## config.mk

```make
export PLATFORM = sky130hd
export DESIGN_NAME = ilog_sequencer
export DESIGN_NICKNAME = d
export VERILOG_FILES = /design/src/rtl/ilog_pkg.sv /design/src/rtl/ilog_op_fifo.sv /design/src/rtl/ilog_sequencer.sv
export SDC_FILE = /design/constraint.sdc
export NUM_CORES = 1
export LEC_CHECK = 0
export CORE_MARGIN = 2
export CORE_UTILIZATION = 25
export DETAILED_ROUTE_END_ITERATION = 10
export MAX_ROUTING_LAYER = met4
export PLACE_DENSITY = 0.41
export SLEW_MARGIN = 40
export SYNTH_ARGS = -nofsm -noshare
export SYNTH_HDL_FRONTEND = slang
export SYNTH_HIERARCHICAL = 1
export SYNTH_SLANG_ARGS = --single-unit
```

## constraint.sdc

```tcl
create_clock -name clk -period 2.6 [get_ports clk]
set_input_delay 0.65 -clock clk [delete_from_list [all_inputs] [get_ports clk]]
set_output_delay 0.65 -clock clk [all_outputs]
set_load 0.01 [all_outputs]
```

## src/rtl/ilog_pkg.sv

```systemverilog
// Shared types and constants for the integer-log sequencer and its operand FIFO.
package ilog_pkg;

  localparam int ILOG_W = 16;

  typedef enum logic [1:0] {
    IDLE  = 2'd0,
    ISSUE = 2'd1,
    WAIT  = 2'd2,
    DRAIN = 2'd3
  } state_t;

  localparam logic [1:0] ERR_OK   = 2'b00;
  localparam logic [1:0] ERR_BASE = 2'b01;
  localparam logic [1:0] ERR_TMO  = 2'b10;

  typedef struct packed {
    logic [ILOG_W-1:0] c;
    logic [ILOG_W-1:0] j;
  } operand_t;

endpackage

```

## src/rtl/ilog_op_fifo.sv

```systemverilog
// DEPTH-entry synchronous FIFO for {c, j} operand pairs; head is read combinationally.
module ilog_op_fifo #(
  parameter int WIDTH = 32,
  parameter int DEPTH = 4
) (
  input  logic             clk,
  input  logic             rst_n,
  input  logic             push,
  input  logic [WIDTH-1:0] wdata,
  input  logic             pop,
  output logic [WIDTH-1:0] rdata,
  output logic             full,
  output logic             empty
);

  localparam int AW = $clog2(DEPTH);
  localparam logic [AW:0]   CNT_ONE  = (AW+1)'(1);
  localparam logic [AW-1:0] PTR_ONE  = AW'(1);
  localparam logic [AW:0]   CNT_FULL = (AW+1)'(DEPTH);

  logic [WIDTH-1:0] mem [DEPTH];
  logic [AW-1:0]    wr_ptr;
  logic [AW-1:0]    rd_ptr;
  logic [AW:0]      count;
  logic             wr;
  logic             rd;

  // A pop frees the slot being written, so a full FIFO may push and pop together.
  assign wr    = push && (!full || pop);
  assign rd    = pop && !empty;
  assign full  = (count == CNT_FULL);
  assign empty = (count == '0);
  assign rdata = mem[rd_ptr];

  always_ff @(posedge clk) begin
    if (wr) mem[wr_ptr] <= wdata;
  end

  always_ff @(posedge clk or negedge rst_n) begin
    if (!rst_n) begin
      wr_ptr <= '0;
      rd_ptr <= '0;
      count  <= '0;
    end else begin
      if (wr) wr_ptr <= wr_ptr + PTR_ONE;
      if (rd) rd_ptr <= rd_ptr + PTR_ONE;
      case ({wr, rd})
        2'b10:   count <= count + CNT_ONE;
        2'b01:   count <= count - CNT_ONE;
        default: count <= count;
      endcase
    end
  end

endmodule

```

## src/rtl/ilog_sequencer.sv

```systemverilog
// Front-end for the integer-log engine: buffers operand pairs, runs one job at a time,
// guards against non-terminating bases and hung engines, and streams results out.
module ilog_sequencer
  import ilog_pkg::*;
#(
  parameter int W     = 16,
  parameter int DEPTH = 4,
  parameter int TMO   = 1024
) (
  input  logic         clk,
  input  logic         rst_n,
  input  logic         in_valid,
  output logic         in_ready,
  input  logic [W-1:0] in_c,
  input  logic [W-1:0] in_j,
  output logic         eng_start,
  output logic [W-1:0] eng_c,
  output logic [W-1:0] eng_j,
  input  logic         eng_done,
  input  logic [W-1:0] eng_g,
  output logic         eng_clr,
  output logic         res_valid,
  input  logic         res_ready,
  output logic [W-1:0] res_g,
  output logic [1:0]   res_err,
  output logic         busy
);

  localparam int            TW       = (TMO > 1) ? $clog2(TMO) : 1;
  localparam logic [TW-1:0] TMR_LAST = TW'(TMO - 1);
  localparam logic [TW-1:0] TMR_ONE  = TW'(1);
  localparam logic [W-1:0]  MIN_BASE = W'(2);

  state_t           state;
  state_t           state_nxt;
  logic             ready_q;
  logic             full;
  logic             empty;
  logic             push;
  logic             pop;
  logic [2*W-1:0]   head;
  logic [W-1:0]     head_c;
  logic [W-1:0]     head_j;
  logic             dispatch;
  logic             bad_base;
  logic             done_now;
  logic             tmo_now;
  logic [TW-1:0]    timer;

  // in_ready stays low until the first edge after reset release.
  always_ff @(posedge clk or negedge rst_n) begin
    if (!rst_n) ready_q <= 1'b0;
    else        ready_q <= 1'b1;
  end

  assign in_ready = ready_q && !full;
  assign push     = in_valid && in_ready;
  assign pop      = dispatch;
  assign head_c   = head[2*W-1:W];
  assign head_j   = head[W-1:0];

  ilog_op_fifo #(
    .WIDTH (2*W),
    .DEPTH (DEPTH)
  ) u_fifo (
    .clk   (clk),
    .rst_n (rst_n),
    .push  (push),
    .wdata ({in_c, in_j}),
    .pop   (pop),
    .rdata (head),
    .full  (full),
    .empty (empty)
  );

  assign dispatch = (state == IDLE) && !empty && !res_valid;
  assign bad_base = (head_c < MIN_BASE);
  assign done_now = (state == WAIT) && eng_done;
  assign tmo_now  = (state == WAIT) && !eng_done && (timer == TMR_LAST);
  assign busy     = (state != IDLE) || !empty || res_valid;

  always_ff @(posedge clk or negedge rst_n) begin
    if (!rst_n) state <= IDLE;
    else        state <= state_nxt;
  end

  // Done is ignored during ISSUE; DRAIN waits for a lingering done to fall before reuse.
  always_comb begin
    state_nxt = state;
    case (state)
      IDLE:    if (dispatch && !bad_base) state_nxt = ISSUE;
      ISSUE:   state_nxt = WAIT;
      WAIT:    if (done_now || tmo_now) state_nxt = DRAIN;
      DRAIN:   if (!eng_done) state_nxt = IDLE;
      default: state_nxt = IDLE;
    endcase
  end

  always_comb begin
    eng_start = (state == ISSUE) || (state == WAIT);
  end

  always_ff @(posedge clk or negedge rst_n) begin
    if (!rst_n) begin
      eng_c   <= '0;
      eng_j   <= '0;
      timer   <= '0;
      eng_clr <= 1'b0;
    end else begin
      eng_clr <= done_now || tmo_now;
      if (dispatch && !bad_base) begin
        eng_c <= head_c;
        eng_j <= head_j;
        timer <= '0;
      end else if (state == WAIT) begin
        timer <= timer + TMR_ONE;
      end
    end
  end

  always_ff @(posedge clk or negedge rst_n) begin
    if (!rst_n) begin
      res_valid <= 1'b0;
      res_g     <= '0;
      res_err   <= ERR_OK;
    end else if (dispatch && bad_base) begin
      res_valid <= 1'b1;
      res_g     <= '0;
      res_err   <= ERR_BASE;
    end else if (done_now) begin
      res_valid <= 1'b1;
      res_g     <= eng_g;
      res_err   <= ERR_OK;
    end else if (tmo_now) begin
      res_valid <= 1'b1;
      res_g     <= '0;
      res_err   <= ERR_TMO;
    end else if (res_valid && res_ready) begin
      res_valid <= 1'b0;
    end
  end

endmodule

```

## After elaboration in Yosys (flattened, before gate mapping)

Memory sizes are Yosys's and may differ from the RTL's.
Cells that the tools add are included.

| word-level totals | value |
|---|---|
| input bits | 53 |
| register bits | 72 |
| memories kept | 1 |
| logic and storage cells | 78 |
| bits in writable memories | 128 |
| output and inout bits | 55 |

| operators by class | value |
|---|---|
| order comparisons | 1 |
| equal/unequal tests | 10 |
| muxes and demuxes | 19 |
| reduce and logical (&&, ||, !) cells | 30 |
| $add $sub $neg | 5 |

Memory list:

| memory | depth | width | rd ports | clocked after Yosys merged registers in | write ports | line | RTL |
|---|---|---|---|---|---|---|---|
| u_fifo.mem | 4 | 32 | 1 | 0 | 1 | ilog_op_fifo.sv:21 | `logic [WIDTH-1:0] mem [DEPTH];` |

Operators with widths:

| operator | count |
|---|---|
| two-way mux 16 bit | 3 |
| two-way mux 10 bit | 2 |
| < comparator 16 x 2 -> 1 bit (second input constant) | 1 |
| logical AND 1 bit | 12 |
| two-way mux 2 bit | 6 |
| adder 10 x 1 -> 10 bit (second input constant) | 1 |
| == test 10 bit (second input constant) | 1 |
| one-hot mux 2 bit (4 select lines) | 1 |
| == test 2 bit (second input constant) | 3 |
| two-way mux 1 bit | 6 |
| one-hot mux 3 bit (2 select lines) | 1 |
| nonzero test 2 bit | 3 |
| logical NOT 1 bit | 5 |
| logical OR 1 bit | 5 |
| adder 2 x 1 -> 2 bit (second input constant) | 2 |
| == test 2 x 1 -> 1 bit (second input constant) | 2 |
| inequality test 2 x 1 -> 1 bit (second input constant) | 2 |
| nonzero test 4 bit | 1 |
| adder 3 x 1 -> 3 bit (second input constant) | 1 |
| == test 3 bit (second input constant) | 1 |
| logical NOT 3 bit | 1 |
| AND reduction 3 bit | 1 |
| nonzero test 3 bit | 1 |
| subtractor 3 x 1 -> 3 bit (second input constant) | 1 |
| 2 further kinds | 2 |

## Depth between registers and ports, before layout

Gate-level depths: netlist of the first run.

| depth | value |
|---|---|
| depth after elaboration | 8 |
| gate-level depth with buffers | 12 |
| depth with buffers taken out | 12 |

## Modules after synthesis

The synthesis of the first run kept the hierarchy.

By module, submodules not included:

| module | area an instance (µm²) | times used | cells an instance |
|---|---|---|---|
| ilog_op_fifo | 5041.1 | 1 | 206 |
| ilog_sequencer | 2677.6 | 1 | 275 |

## Worst setup path before layout of the first run

No wires, ideal clock.

| timing path | value |
|---|---|
| kind | reg2reg |
| start point | register u_fifo.rd_ptr[0] |
| end point | register res_g[10] |
| cell stages (with the launch flop) | 9 |
| slack | -0.037 ns |
| arrival time | 2.516 ns |
| clock period less this slack | 2.637 ns |
| path through | dfrtp_1 -> buf_2 -> buf_2 -> mux4_2 -> nor4_1 -> nand4_1 -> nor4b_4 -> buf_6 -> nor2_1 |

| on the way | value |
|---|---|
| cells in the longest elaborated chain, start to end | 4 |
| elaborated cells on any way between the ends | 5 |

RTL lines:

| element | line | RTL |
|---|---|---|
| from (decl) | ilog_op_fifo.sv:23 | `logic [AW-1:0] rd_ptr;` |
| from (signal assigned) | ilog_op_fifo.sv:46 | `if (rd) rd_ptr <= rd_ptr + PTR_ONE;` |
| memory (4 x 32 bit) (*) | -- |  |
| net head[23] | ilog_sequencer.sv:41 | `logic [2*W-1:0] head;` |
| < comparator 16 x 2 -> 1 bit (*) | ilog_sequencer.sv:77 | `assign bad_base = (head_c < MIN_BASE);` |
| logical AND 1 bit (*) | ilog_sequencer.sv:126 | `end else if (dispatch && bad_base) begin` |
| nonzero test 3 bit (no line) or two-way mux 16 bit (tied branches) | -- |  |
| to (signal assigned) | ilog_sequencer.sv:132 | `res_g <= eng_g;` |
| to (decl) | ilog_sequencer.sv:24 | `output logic [W-1:0] res_g,` |

The timed path passes the listed nets; every way through them passes the cells marked *.
A chain may end at the register's enable or synchronous reset.

## Worst setup path in the final report of the first run

| timing path | value |
|---|---|
| start point | register u_fifo.rd_ptr[0] |
| end point | register res_g[6] |

The elaborated chain is that of the path after synthesis.

==> impl_summary.md, run 1 <==
Status
The flow ran to the end, and the final reports show no timing, DRC or antenna violations.

Synthesis
After Yosys synthesis, and, or, nand and nor cells account for 9.029% of the synthesized area. The register area share after synthesis is 73.14%. The area share of fa/ha/maj cells after synthesis is around 1.7%. The synthesized area is 7719 um^2. The net count after synthesis is 544.

The number of unique standard cell types used by synthesis is 38. The synthesized netlist devotes 2.432% of its cell area to compound gates. After synthesis, the largest family of logic cells by area is multiplexers.

After synthesis the netlist holds a flip-flop and latch count of 200. The cell taking the most area after synthesis is edfxtp_1. The area share of xor/xnor cells in the synthesized design is under 10%. During synthesis, Yosys emitted a total of 6 warnings.

Summed over its instances, the top area cell type makes up 49.80% of the synthesized netlist area. After synthesis, the mean cell area works out to 16.05 um^2. The mux cell area share after synthesis is under 10%. Synthesis handed over a netlist of around 480 instances. Ranked by total cell area, the synthesized netlist is headed by edfxtp_1 (50%), dfrtp_1 (23%), mux4_2 (9.3%).

Clock tree
For the worst-skew pair, the clock arrives at the later sink with an insertion delay of 0.43 ns. The clock drives 200 sinks. The maximum clock insertion buffer count is 2. Clock-pin slew was measured on the worst setup and hold paths at approximately 0.070 ns.

The clock tree root buffer cell is clkbuf_16. TritonCTS built the clock tree. The count of H-tree levels built during CTS is 4. The total clock buffers created by CTS is 17. The number of hold buffers added after cts is 0.

Global route
The global-route wire length before repair is 28.45 mm. The number of antenna violations at the first check in global routing is 0. Entering global routing, the biggest net connects 40 pins. The via count of the first global-routing pass is 4863. The all-layer global routing usage is a little under an eighth. The total overflow left after global routing is 0.

Layout
Excluding fillers, the count of instances in the completed layout stands at 1031. In the final layout, the share of cells above drive strength 1 is 19.21%. The growth of design area from synthesis to finish is 33.18%.

The library cell used most frequently in the layout, excluding fill and tap cells, is edfxtp_1. Counting the fill cells in the layout gives 2966. At the end of the flow, the number of nets in the layout was 685. In the layout the commonest cells are edfxtp_1 (128), clkdlybuf4s50_1 (104), nand2_1 (103), dfrtp_1 (69), mux4_2 (32). The cell area after layout is 10280 um^2. The antenna diode count is 0.

Power and ir drop
The power after layout is 11210 uW. For this design the ratio of total power to cell area is 1091 nW/um^2. The leakage power figure is 0.003901 uW. The maximum VDD drop is between 0.4 and 0.5 mV.

Min path
The path class of the tightest hold or removal check is input pin to async pin.

Die
The floorplan step set the die height to 179.7 um. The placeable core area is ~30000 um^2. The I/O pin total is about 110. The starting density of the core is 25.30%. The initialized floorplan defines 64 standard-cell rows.

The floorplan step defined a die boundary enclosing 32300 um^2. The width of the die is ~180 um.

STA
Setup violations remaining at the end of the flow were counted as 0. The worst-case clock skew is 0.01390 ns. The pin slew with the least headroom to its limit is 0.6117 ns. Of the available clock period, the critical path in the final layout requires between 90% and 100%. The number of failing hold endpoints at the final stage is 0.

Setup repair after global routing could not meet its margin everywhere. The count of final max-slew check failures is 0. The worst hold margin is between 0.2 and 0.25 ns.

The smallest clock period supported by the final layout is computed as between 2 and 3 ns. The maximum clock frequency is 0.3855 GHz. In this run the tightest slew margin relative to its limit is 59.22%.

Routing
The length of the first detailed-routing pass in iterations is 4. After detailed routing, the total wire length is ~18 mm. The via total after detailed routing is roughly 4400.

After detailed routing, the average wire length per cell comes to 17.43 um. For this block, the initial DRC count from the detailed router was 179. The detail-routed via count per cell is 4.253. The detail route stage leaves a number of antenna-violating nets equal to 0.

After detailed routing, the number of remaining DRC violations is 0.

Flow run
The count of maximum capacitance violations is 0.

Placed design
At the end of routability-driven placement, the weighted congestion stood at 0.7082. The HPWL after detailed placement is approximately 11 mm. The instance area at placement is 9523 um^2.

The number of placed instances, taps included, is 991. Buffers placed on the I/O ports in this run total 107.

Critical path
STA puts the critical path data arrival time at 2.91 ns. At the worst endpoint, the required time is 2.92 ns. In this run the worst path has a maximum fanout of 9.

The worst setup path is launched from a flip-flop. The worst setup path is captured at a flip-flop. The worst setup path is of the flip-flop to flip-flop kind.
power breakdown:
group          switching (uW)  internal [uW]  leakage (uW)
Combinational            1960           2100       0.00155
Clock                    1350           1310      0.000286
Sequential                373           4110       0.00206
Total                    3690           7530       0.00390
worst max-delay path: stages, from the launching register on:
cell and delay (ns):
dfrtp_2 0.43, buf_12 0.16, mux4_2 0.55, nor4_2 0.27, buf_4 0.15, nand4_1 0.16, buf_4 0.19, nor4b_4 0.21
buf_6 0.17, clkbuf_16 0.15, nor2_1 0.04
what timing repair did:
action                                  CTS  global route
gates cloned                              0             2
pin swaps                                 0             3
setup buffers                             0             6
endpoints found under the setup margin   49            45
resized for setup                         3            14
stage by stage:
step                      setup slack, ns  TNS (ns)  util, %
final                            0.005917         0    33.69
after CTS                        -0.02537   -0.1412    33.23
after global routing              -0.1359    -2.457    33.69
after floorplan                  0.005377         0        -
after global placement           -0.07251   -0.8203    31.21
after detailed placement          -0.1405    -3.188    31.21
final cells by class:
cell class | count | area, um^2 | share of cell area (%)
clock buffer | 18 | 429.2 | 4.175
clock inverter | 14 | 166.4 | 1.619
inverter | 13 | 48.80 | 0.4747
multi-input combinational | 246 | 1956 | 19.02
sequential | 200 | 5649 | 54.95
tap | 396 | 495.5 | 4.820
timing repair buffer | 144 | 1535 | 14.93
registers in the layout (all words and copies together), names as in the netlist:
register,flops
res_g,16
u_fifo/mem,128
state,2
res_err,2
u_fifo/count,3
u_fifo/wr_ptr,2
u_fifo/rd_ptr,2
eng_clr,1
res_valid,1
eng_c,16
ready_q,1
eng_j,16
timer,10
path summary, 6_finish.rpt:
kind | startpoint | to | slack [ns] | cells after the start
min in group clk | eng_c[1]$_DFFE_PN0N_ | eng_c[1]$_DFFE_PN0N_ | 0.48 | 2
worst max register to register | u_fifo/rd_ptr[0]$_DFFE_PN0P_ | res_g[6]$_DFFE_PN0P_ | 0.006 | 10
worst max-delay path | u_fifo/rd_ptr[0]$_DFFE_PN0P_ | res_g[6]$_DFFE_PN0P_ | 0.006 | 10
worst min register to register | eng_c[1]$_DFFE_PN0N_ | eng_c[1]$_DFFE_PN0N_ | 0.48 | 2
max in group asynchronous | rst_n | eng_j[15]$_DFFE_PN0N_ | 1.73 | 2
worst min-delay path | rst_n | ready_q$_DFF_PN0_ | 0.24 | 1
kinds of logic after synthesis:
family / Yosys count
DFF: 200
and+or+nand+nor: 160
muxes: 36
buffers and inverters: 35
AOI/OAI and AO/OA: 24
xor gates and xnor gates: 15
adders and majority gates: 10
other: 1
Yosys cell counts:
master     count
and2_2         5
dfrtp_1       72
mux2i_1        2
clkbuf_1      10
buf_1          1
buf_2          9
nand2_2        1
nor2b_1        1
buf_6          1
a21oi_1        3
nand3b_1       1
nor4b_4        1
mux2_1         1
xnor2_1        7
o21a_4         1
nand4_1        4
conb_1         1
nor2_1        32
nor4_1         3
nor3_1         3
mux2_4         1
or3b_1         1
nand3_1        2
o31a_2         1
fa_1           1
edfxtp_1     128
nand2_1      103
xor2_1         8
a21o_2         1
buf_4          1
a222oi_1       1
a22oi_1       16
a2bb2oi_1      1
inv_1         13
mux4_2        32
and2_1         2
nor3b_4        1
ha_1           9
per-layer routing:
| metal | routed length, um | GRT usage [%] | vias up |
|---|---|---|---|
| met5 | 0 | - | - |
| met4 | 160 | 2.634 | 0 |
| met3 | 829 | 3.363 | 13 |
| met2 | 8848 | 19.57 | 100 |
| met1 | 8128 | 14.60 | 2252 |
| li1 | - | - | 2020 |
Power figures use the tool's default switching activity.
==> run 2, diff against run 1 <==
GPL_TIMING_DRIVEN = 0   (was unset)
==> run 2 against run 1 <==
  * Final cell count grew 0.68%
  * Clock power about the same
  * Die area did not move
  * Clock skew up 0.0067 ns
  * Final area rose by 0.57%
  * Count of clock-buffer cells in the layout is 1 lower
  * Flip-flop and latch count unchanged
  * Via count up 0.48%
  * Fmax up 2.9%
  * Sequential share of layout area is 0.32 points lower
  * Power up 1.7%
  * Critical endpoint is now in_ready
  * Highest routed layer unchanged
==> impl_summary.md, run 2 (synthesized netlist as in run 1, its figures left out) <==
Status
Status: finished clean (unchanged).

Critical path
The startpoint class of the critical path is a flip-flop (unchanged). The dominant delay contributor by cell family on the critical path is buffers and inverters (unchanged). The endpoint of the lowest-slack register-to-register path is res_g[8]$_DFFE_PN0P_ (was res_g[6]$_DFFE_PN0P_). The worst setup path endpoint is in_ready (was res_g[6]$_DFFE_PN0P_). The minimum setup slack among reg-to-reg paths was 0.10 ns (was 0.006 ns). The number of buffers and inverters on the critical path came to 2 (was 5). The startpoint of the worst setup timing path is u_fifo/count[0]$_DFFE_PN0P_ (was u_fifo/rd_ptr[0]$_DFFE_PN0P_).

The slowest library cell on the worst path is clkdlybuf4s50_1 (was mux4_2). The type of the worst setup path is flip-flop to output port (was flip-flop to flip-flop). The data arrival time of the critical path is 1.87 ns (was 2.91 ns).

The number of logic stages on the critical path including buffering was 4 (was 10). The largest fanout on the critical path was 5 (was 9). The depth of the worst register-to-register path is 10 (unchanged).

The start of the worst register-to-register path is u_fifo/rd_ptr[0]$_DFFE_PN0P_ (unchanged). The longest individual stage delay on the worst path was 0.47 ns (was 0.55 ns). The required time of the critical path was 1.95 ns (was 2.92 ns). The sort of element at the end of the critical path is an output port (was flip-flop). Ordered cell list for the critical path: or3b_4 -> inv_1 -> nor2b_1 -> clkdlybuf4s50_1 (was buf_12 -> mux4_2 -> nor4_2 -> buf_4 -> nand4_1 -> buf_4 -> nor4b_4 -> buf_6 -> clkbuf_16 -> nor2_1).

Clock tree
The clock latency on the worst-skew pair is 0.44 ns (was 0.43 ns). The clock tree root buffer cell is clkbuf_16 (unchanged). The count of H-tree levels built during CTS is 4 (unchanged). The number of hold buffers added after cts is 0 (unchanged).

The maximum clock insertion buffer count was 2 (unchanged). The TritonCTS clock tree is yes (unchanged). The total clock buffers created by CTS was 17 (unchanged). The TritonCTS sink count came to 200 (unchanged). The clock slew seen by the registers of the worst setup and hold paths is 0.08 ns (was 0.07 ns).

Layout
The antenna diode count was 0 (unchanged). The proportion of layout cells with a drive suffix above 1 was 20.72% (was 19.21%). The most flop-heavy register was u_fifo/mem (unchanged).

Top library cells by usage in the layout, fill and taps aside: edfxtp_1 (128), clkdlybuf4s50_1 (106), nand2_1 (103), dfrtp_1 (70), mux4_2 (32) (was edfxtp_1 (128), clkdlybuf4s50_1 (104), nand2_1 (103), dfrtp_1 (69), mux4_2 (32)). The final core utilization is 33.89% (was 33.69%). The number of flip-flops under the largest register name was 128 (unchanged). The growth of design area from synthesis to finish was 33.94% (was 33.18%).

The number of nets in the final layout came to 692 (was 685). The cell area after layout is 10340 um^2 (was 10280 um^2). The most common cell after layout, fill and taps aside was edfxtp_1 (unchanged).

Power and ir drop
The power after layout is 11400 uW (was 11210 uW). The maximum VDD drop came to 0.4632 mV (was 0.4452 mV). The leakage power figure came to 0.003922 uW (was 0.003901 uW).

The power density over the cells was 1102 nW/um^2 (was 1091 nW/um^2).

Die
The die area was 32300 um^2 (unchanged). The vertical extent of the die came to 179.7 um (unchanged). The starting density of the core was 25.30% (unchanged). The placeable core area was 30510 um^2 (unchanged). The width of the die is 179.7 um (unchanged). The I/O pin total is 108 (unchanged).

The site row count was 64 (unchanged).

STA
The count of endpoints failing setup in the final report is 0 (unchanged). The worst hold margin is 0.1050 ns (was 0.2363 ns). The maximum clock frequency was 0.3967 GHz (was 0.3855 GHz).

The pin slew with the least headroom to its limit came to 0.6968 ns (was 0.6117 ns). The count of final max-slew check failures is 0 (unchanged). The relative slew slack is 53.54% (was 59.22%). The ratio of final minimum period to clock period came to 96.96% (was 99.77%). The total negative slack for setup checks is 0 ns (unchanged). Unrepaired setup endpoints after global routing: yes (unchanged). The worst-case clock skew is 0.02056 ns (was 0.01390 ns). The number of failing hold endpoints at the final stage came to 0 (unchanged). The time the worst path needs with I/O delays and setup is 2.521 ns (was 2.594 ns).

Routing
The detailed-route DRC error count is 0 (unchanged). The detail-routed via count per cell is 4.245 (was 4.253). The remaining antenna violation count is 0 (unchanged). The length of the first detailed-routing pass in iterations is 4 (unchanged).

The via total after detailed routing came to 4406 (was 4385). The total wire length after detailed routing is 17.99 mm (was 17.97 mm). The DRC violation total after the first TritonRoute iteration came to 218 (was 179). The wire length per cell after detailed routing came to 17.33 um (was 17.43 um).

Flow run
The count of maximum capacitance violations came to 0 (unchanged).

Placed design
The global placement routability congestion is 0.7198 (was 0.7082). The instance area at placement came to 9319 um^2 (was 9523 um^2). The port buffer count is 107 (unchanged). The detailed-placement wirelength estimate is 11.53 mm (was 11.24 mm).

Global route
The largest net degree at the start of global routing is 45 (was 40). The global-route wire length before repair was 28.55 mm (was 28.45 mm). The number of antenna violations at the first check in global routing was 0 (unchanged). The all-layer global routing usage is 12.04% (was 11.90%). The final global-route overflow total came to 0 (unchanged). The via count of the first global-routing pass is 4835 (was 4863).

Min path
The type of the worst min-delay path was input pin to async pin (unchanged).
run 2: per-stage QoR:
step,worst slack [ns],std cells
2_1_floorplan,0.005377,481
3_3_place_gp,-2.129,984
3_5_place_dp,-1.246,985
4_1_cts,0.01506,1026
5_1_grt,-0.02738,1038
6_report,0.07898,1038
run 2: worst min path at each step:
stage	slack, ns	cells after the start	endpoint
after global placement	0.46	2	eng_c[8]$_DFFE_PN0N_
after CTS	0.1	1	ready_q$_DFF_PN0_
after global routing	0.10	1	ready_q$_DFF_PN0_
after detailed placement	0.46	2	eng_j[14]$_DFFE_PN0N_
after floorplan	0.35	0	eng_c[0]$_DFFE_PN0N_
final	0.10	1	ready_q$_DFF_PN0_
run 2: cell type report:
cell class              instances  area, um^2
fillers                      2994       20170
flip-flops and latches        200        5648
multi-input cells             246        2013
repair buffers                131        1319
well taps                     396       495.5
clock buffers                  17       425.4
clock inverters                15       198.9
plain buffers                  20       190.2
inverters                      13       48.80
run 2: repair_timing:
item | 4_1_cts | 5_1_grt
resized for setup | 38 | 19
endpoints found under the setup margin | 65 | 62
gates cloned | 1 | 2
buffers inserted | 10 | 10
pin swaps | 3 | 6
run 2: where the power goes:
part           leakage [uW]  internal (uW)  switching, uW  total (uW)
Sequential          0.00206           4110            378        4490
Combinational       0.00156           2170           2060        4230
Clock              0.000297           1320           1360        2680
Total               0.00392           7600           3800       11400
run 2: routing by layer:
layer / routed length, um / up-vias / GRT usage, %
li1: - / 2036 / -
met1: 7909 / 2265 / 14.26
met2: 9237 / 93 / 20.51
met3: 722 / 12 / 3.181
met4: 119 / 0 / 2.829
met5: 0 / - / -
==> run 3, diff against run 2 <==
GPL_TIMING_DRIVEN = 1   (was 0)
==> results of run 3 <==
The final DEF is identical to that of run 1; final timing and power are the same.
==> RTL edit 1: new RTL, config.mk and constraints of run 3 <==
Re-encode `state_t` (4 states) as Gray code, 2 bits wide.
--- a/src/rtl/ilog_pkg.sv
+++ b/src/rtl/ilog_pkg.sv
@@ -5,8 +5,8 @@
 
   typedef enum logic [1:0] {
-    IDLE  = 2'd0,
-    ISSUE = 2'd1,
-    WAIT  = 2'd2,
-    DRAIN = 2'd3
+    IDLE  = 2'b00,
+    ISSUE = 2'b01,
+    WAIT  = 2'b11,
+    DRAIN = 2'b10
   } state_t;
 
Behaviour: no difference found for any inputs over 10 cycles, from zero or initial values and one cycle with rst_n low; not proved beyond that.
==> RTL edit 1 against run 3 <==
  * Hold slack got worse by 0.021 ns
  * Critical path type is now reg -> out
  * Setup slack better by 0.086 ns
  * Highest routed layer unchanged
  * Synthesized area grew 0.24%
  * Wire length down 3.7%
  * Sequential cell count stayed put
  * First-iteration DRC count increased by 39%
  * Power is 2.1% lower
  * Final area fell by 0.46%
  * Critical path depth down 6
  * Critical endpoint is now in_ready
==> RTL edit 1: results <==
group,metric,value,unit
placement,hpwl,11850,um
grt,grt_max_degree,42,
setup_path,slowest_stage,"clkdlybuf4s50_1",
placement,numPortBuffers,107,
logic_synthesis,syn_nets,492,
setup_path,cp-startpoint,"u_fifo/count[0]$_DFFE_PN0P_",
power_and_ir_drop,p_leak,3.659,nW
clock_tree,clock_latency,0.44,ns
logic_synthesis,synth.area.top_cells,"edfxtp_1 50%, dfrtp_1 23%, mux4_2 9.3%, mux2_2 4.7%, nand3_1 1.3%",
logic_synthesis,synth_compound_area_frac,0.01827,
min_path,worstHoldPathType,"in -> async",
setup_path,crit_path_max_fanout,3,
routing,drt_first_pass_iters,6,
sta,fin_worst_skew,0.02038,ns
routing,detail_route.wl_per_cell,17.75,um
setup_path,cp.arrival,1.86,ns
power_and_ir_drop,switching_share,0.3080,
routing,drt_iter0_drc,248,
placement,place.gp.congestion,0.7424,
routing,via_count,4142,
logic_synthesis,synth-seq-area-share,0.7296,
logic_synthesis,synthTopCellsByCount,"128 x edfxtp_1, 72 x dfrtp_1, 32 x mux2_2, 32 x mux4_2, 26 x nand2_1",
grt,grt_usage,0.1128,
logic_synthesis,synth_fa_ha_area_frac,0.01229,
final_layout,drive_gt1_frac,0.2491,
logic_synthesis,async_flop_share,0.3600,
grt,grt_pass1_wl,26760,um
setup_path,max_stage_delay,0.47,ns
grt,antenna_found_initial,1,
logic_synthesis,synthMuxAreaShare,0.1429,
placement,dpl_cell_area,0.009545,mm2
setup_path,r2r-start,"u_fifo/rd_ptr[0]$_DFFE_PN0P_",
final_layout,fin_nets,625,
placement,pre_cts_slack,-0.02293,ns
logic_synthesis,synthXorXnorAreaFrac,0.01698,
run_status,outcome,"completed",
clock_tree,clk_pin_slew,0.09,ns
sta,relSlewSlack,0.5364,
logic_synthesis,ys_types,41,
power_and_ir_drop,irDropWorstVdd,0.4420,mV
grt,grt_pass1_vias,4376,
[RTL edit 1: cell types whose count changed in the layout (fill, tap and decap cells not counted), sizes merged, moves of 5 or more]
cell	before	now
nor2	32	14
o21ai	0	16
inv	22	17
mux2	2	33
a22oi	16	0
nand3	2	20
nand2	104	26
buf	36	29
[RTL edit 1: cells by family (layout without fill, tap and decap cells)]
logic type,Yosys count,after routing
mux,66,66
simple gates,88,88
flops,200,200
compound gates,23,23
other cells,1,2
fa+ha+maj,7,7
xor+xnor,15,15
buf+inv,32,178
[RTL edit 1: area by class of cell]
cell class                      instances  area (um2)
Antenna cell                            1       2.502
Fill cell                            2918       20280
Multi-Input combinational cell        200        1986
Inverter                               11       41.29
Timing Repair Buffer                  135        1429
Sequential cell                       200        5648
Tap cell                              396       495.5
Clock inverter                         14       201.4
Clock buffer                           18       429.2
[RTL edit 1: stage by stage]
| step | instances | TNS (ns) |
|---|---|---|
| 2_1_floorplan | 432 | 0 |
| 3_3_place_gp | 941 | 0 |
| 3_5_place_dp | 941 | -0.3782 |
| 4_1_cts | 974 | 0 |
| 5_1_grt | 975 | 0 |
| 6_report | 975 | 0 |
[RTL edit 1: routing by layer]
layer	GRT usage	part of all wire	vias up
li1	-	-	1897
met1	0.1418	0.47	2140
met3	0.03464	0.049	9
met5	-	0	-
met2	0.1796	0.48	96
met4	0.02439	0.0070	0
[RTL edit 1: worst paths after layout]
path | to | slack [ns] | cells after the start
worst min register to register | eng_c[9]$_DFFE_PN0N_ | 0.51 | 1
min in group clk | eng_c[9]$_DFFE_PN0N_ | 0.51 | 1
max in group asynchronous | u_fifo/rd_ptr[0]$_DFFE_PN0P_ | 1.76 | 2
worst max register to register | eng_j[14]$_DFFE_PN0N_ | 0.12 | 7
worst min-delay path | timer[8]$_DFFE_PN0P_ | 0.22 | 1
worst max-delay path | in_ready | 0.09 | 4
[RTL edit 1: power by group through the flow]
stage / clock, mW / sequential, mW / combinational, mW
CTS: 2.84 / 4.54 / 3.75
detailed placement: 0 / 4.61 / 3.70
finish: 2.75 / 4.52 / 3.70
floorplan: 0 / 4.65 / 1.83
global route: 2.97 / 4.62 / 4.02
global placement: 0 / 4.60 / 3.68
[RTL edit 1: what timing repair did]
action | CTS | global route
setup endpoints to repair | 27 | 31
resized for setup | 2 | 6
hold buffers | 0 | 0
setup buffers | 1 | 0
==> RTL edit 2: new RTL, config.mk and constraints of run 3 <==
Without the edit above. Change the parameter `W` from 16 to 14.
--- a/src/rtl/ilog_sequencer.sv
+++ b/src/rtl/ilog_sequencer.sv
@@ -4,5 +4,5 @@
   import ilog_pkg::*;
 #(
-  parameter int W     = 16,
+  parameter int W     = 14,
   parameter int DEPTH = 4,
   parameter int TMO   = 1024
Ports: changed (6 resized); port bits go from 108 to 96. The function was not compared with the original's and may differ.
==> RTL edit 2 against run 3 <==
  * Final area fell by 11%
  * Setup slack improved by 0.11 ns
  * Power fell by 10%
  * Wire length fell by 14%
  * Sequential cell count fell by 22
  * Die area fell by 9.8%
  * Synthesized area fell by 10%
  * Via count fell by 11%
  * Critical path depth fell by 6
  * Cell count fell by 8.8%
  * Largest cell class unchanged
==> RTL edit 2: results <==
group,metric,value,unit
logic_synthesis,ys_types,43,
setup_path,r2r-end,"res_valid$_DFFE_PN0P_",
grt,grt_pass1_vias,4217,
setup_path,slowest_stage,"clkdlybuf4s50_1",
grt,grt_max_degree,35,
logic_synthesis,synth_fa_ha_area_frac,0.01911,
final_layout,fillers,2640,
logic_synthesis,synthXorXnorAreaFrac,0.01893,
final_layout,fin_nets,612,
clock_tree,cts.path.max_buffers,2,
setup_path,r2r-start,"u_fifo/rd_ptr[0]$_DFFE_PN0P_",
logic_synthesis,synth-edff-count,112,
logic_synthesis,synth.area.top_cells,"edfxtp_1 48%, dfrtp_1 24%, mux4_2 9.1%, nand2_1 4.8%, ha_1 1.6%",
placement,place.gp.congestion,0.6802,
placement,dpl_cell_area,0.008539,mm2
sta,holdWs,0.1889,ns
routing,drt_iter0_drc,204,
floorplanning,die_w,170.6,um
power_and_ir_drop,p_leak,3.499,nW
setup_path,max_stage_delay,0.48,ns
routing,detail_route.wl_per_cell,16.53,um
logic_synthesis,async_flop_share,0.3708,
clock_tree,clock_latency,0.43,ns
grt,grt_usage,0.1174,
placement,numPortBuffers,95,
placement,pre_cts_slack,-0.08343,ns
logic_synthesis,syn_nets,491,
setup_path,crit_path_max_fanout,3,
power_and_ir_drop,irDropWorstVdd,0.3663,mV
setup_path,cp-startpoint,"u_fifo/count[0]$_DFFE_PN0P_",
min_path,worstHoldPathType,"in -> async",
grt,grt_pass1_wl,24530,um
setup_path,ff2ff_setup_slack,0.17,ns
setup_path,cp.arrival,1.83,ns
sta,fin_worst_skew,0.01606,ns
placement,hpwl,9932,um
logic_synthesis,synthMuxAreaShare,0.09751,
setup_path,r2r_cells,9,
final_layout,largest_register_ffs,112,
logic_synthesis,synth-seq-area-share,0.7224,
logic_synthesis,synth_compound_area_frac,0.02325,
clock_tree,clk_pin_slew,0.07,ns
routing,via_per_inst,4.147,
final_layout,drive_gt1_frac,0.1761,
routing,drt_first_pass_iters,6,
run_status,outcome,"completed",
logic_synthesis,synthTopCellsByCount,"112 x edfxtp_1, 89 x nand2_1, 66 x dfrtp_1",
RTL edit 2: cell count changes after synthesis, sizes merged, moves of 2 or more:
cell    change
and3        +2
nand3       +2
edfxtp     -16
a21oi       -2
clkbuf      -8
dfrtp       -6
nand2      -14
inv         -2
buf         +4
mux4        -4
a22oi       -2
RTL edit 2: where the power goes:
part / switching [mW] / leakage (nW) / internal, mW
combinational: 1.75 / 1.37 / 1.82
clock: 1.10 / 0.282 / 1.44
sequential: 0.333 / 1.84 / 3.66
total: 3.18 / 3.50 / 6.91
RTL edit 2: area by class of cell:
| type | count | area share |
|---|---|---|
| clock inverters | 12 | 0.01582 |
| clock buffers | 20 | 0.04759 |
| flip-flops and latches | 178 | 0.5466 |
| well taps | 372 | 0.05072 |
| multi-input cells | 227 | 0.1980 |
| inverters | 11 | 0.004500 |
| repair buffers | 120 | 0.1368 |
RTL edit 2: how the worst max path moves through the flow:
stage,depth (start not counted),end,slack [ns]
finish,4,in_ready,0.12
global route,9,res_valid$_DFFE_PN0P_,0.01
CTS,5,busy,0.03
detailed placement,8,eng_j[3]$_DFFE_PN0N_,-0.08
global placement,8,eng_j[3]$_DFFE_PN0N_,-0.10
floorplan,7,res_g[10]$_DFFE_PN0P_,0.16
RTL edit 2: per-stage QoR:
step / util / instances / TNS (ns)
3_3_place_gp: 0.3151 / 905 / -3.332
3_5_place_dp: 0.3151 / 905 / -2.304
5_1_grt: 0.3386 / 940 / 0
6_report: 0.3386 / 940 / 0
4_1_cts: 0.3371 / 938 / 0
2_1_floorplan: - / 434 / 0
RTL edit 2: worst reg2reg max path: stages (launching register included):
cell and delay [ns]:
dfrtp_2 0.41, buf_6 0.18, mux4_2 0.57, nor4_2 0.31
nand4_1 0.11, buf_4 0.17, nor4b_4 0.31, buf_12 0.19
a21oi_1 0.05, nand2_1 0.07
RTL edit 2: routing by layer:
layer	vias up	global-route usage	share of wire
met3	6	0.03585	0.056
met4	0	0.02787	0.0071
li1	1812	-	-
met2	99	0.1813	0.46
met1	1981	0.1519	0.47
met5	-	-	0
RTL edit 2: cell families (layout without fill, tap and decap cells):
group | Yosys count | after routing
adders and majority gates | 10 | 10
DFF | 178 | 178
AOI/OAI and AO/OA | 20 | 20
xor gates and xnor gates | 15 | 15
and+or+nand+nor | 149 | 149
buffers and inverters | 29 | 163
other | 1 | 1
muxes | 32 | 32
RTL edit 2: timing repair:
action	in CTS	in global routing
gates resized for setup	1	5
setup endpoints to repair	54	51
cloned	0	0
pin swaps	1	0
setup buffers	1	2
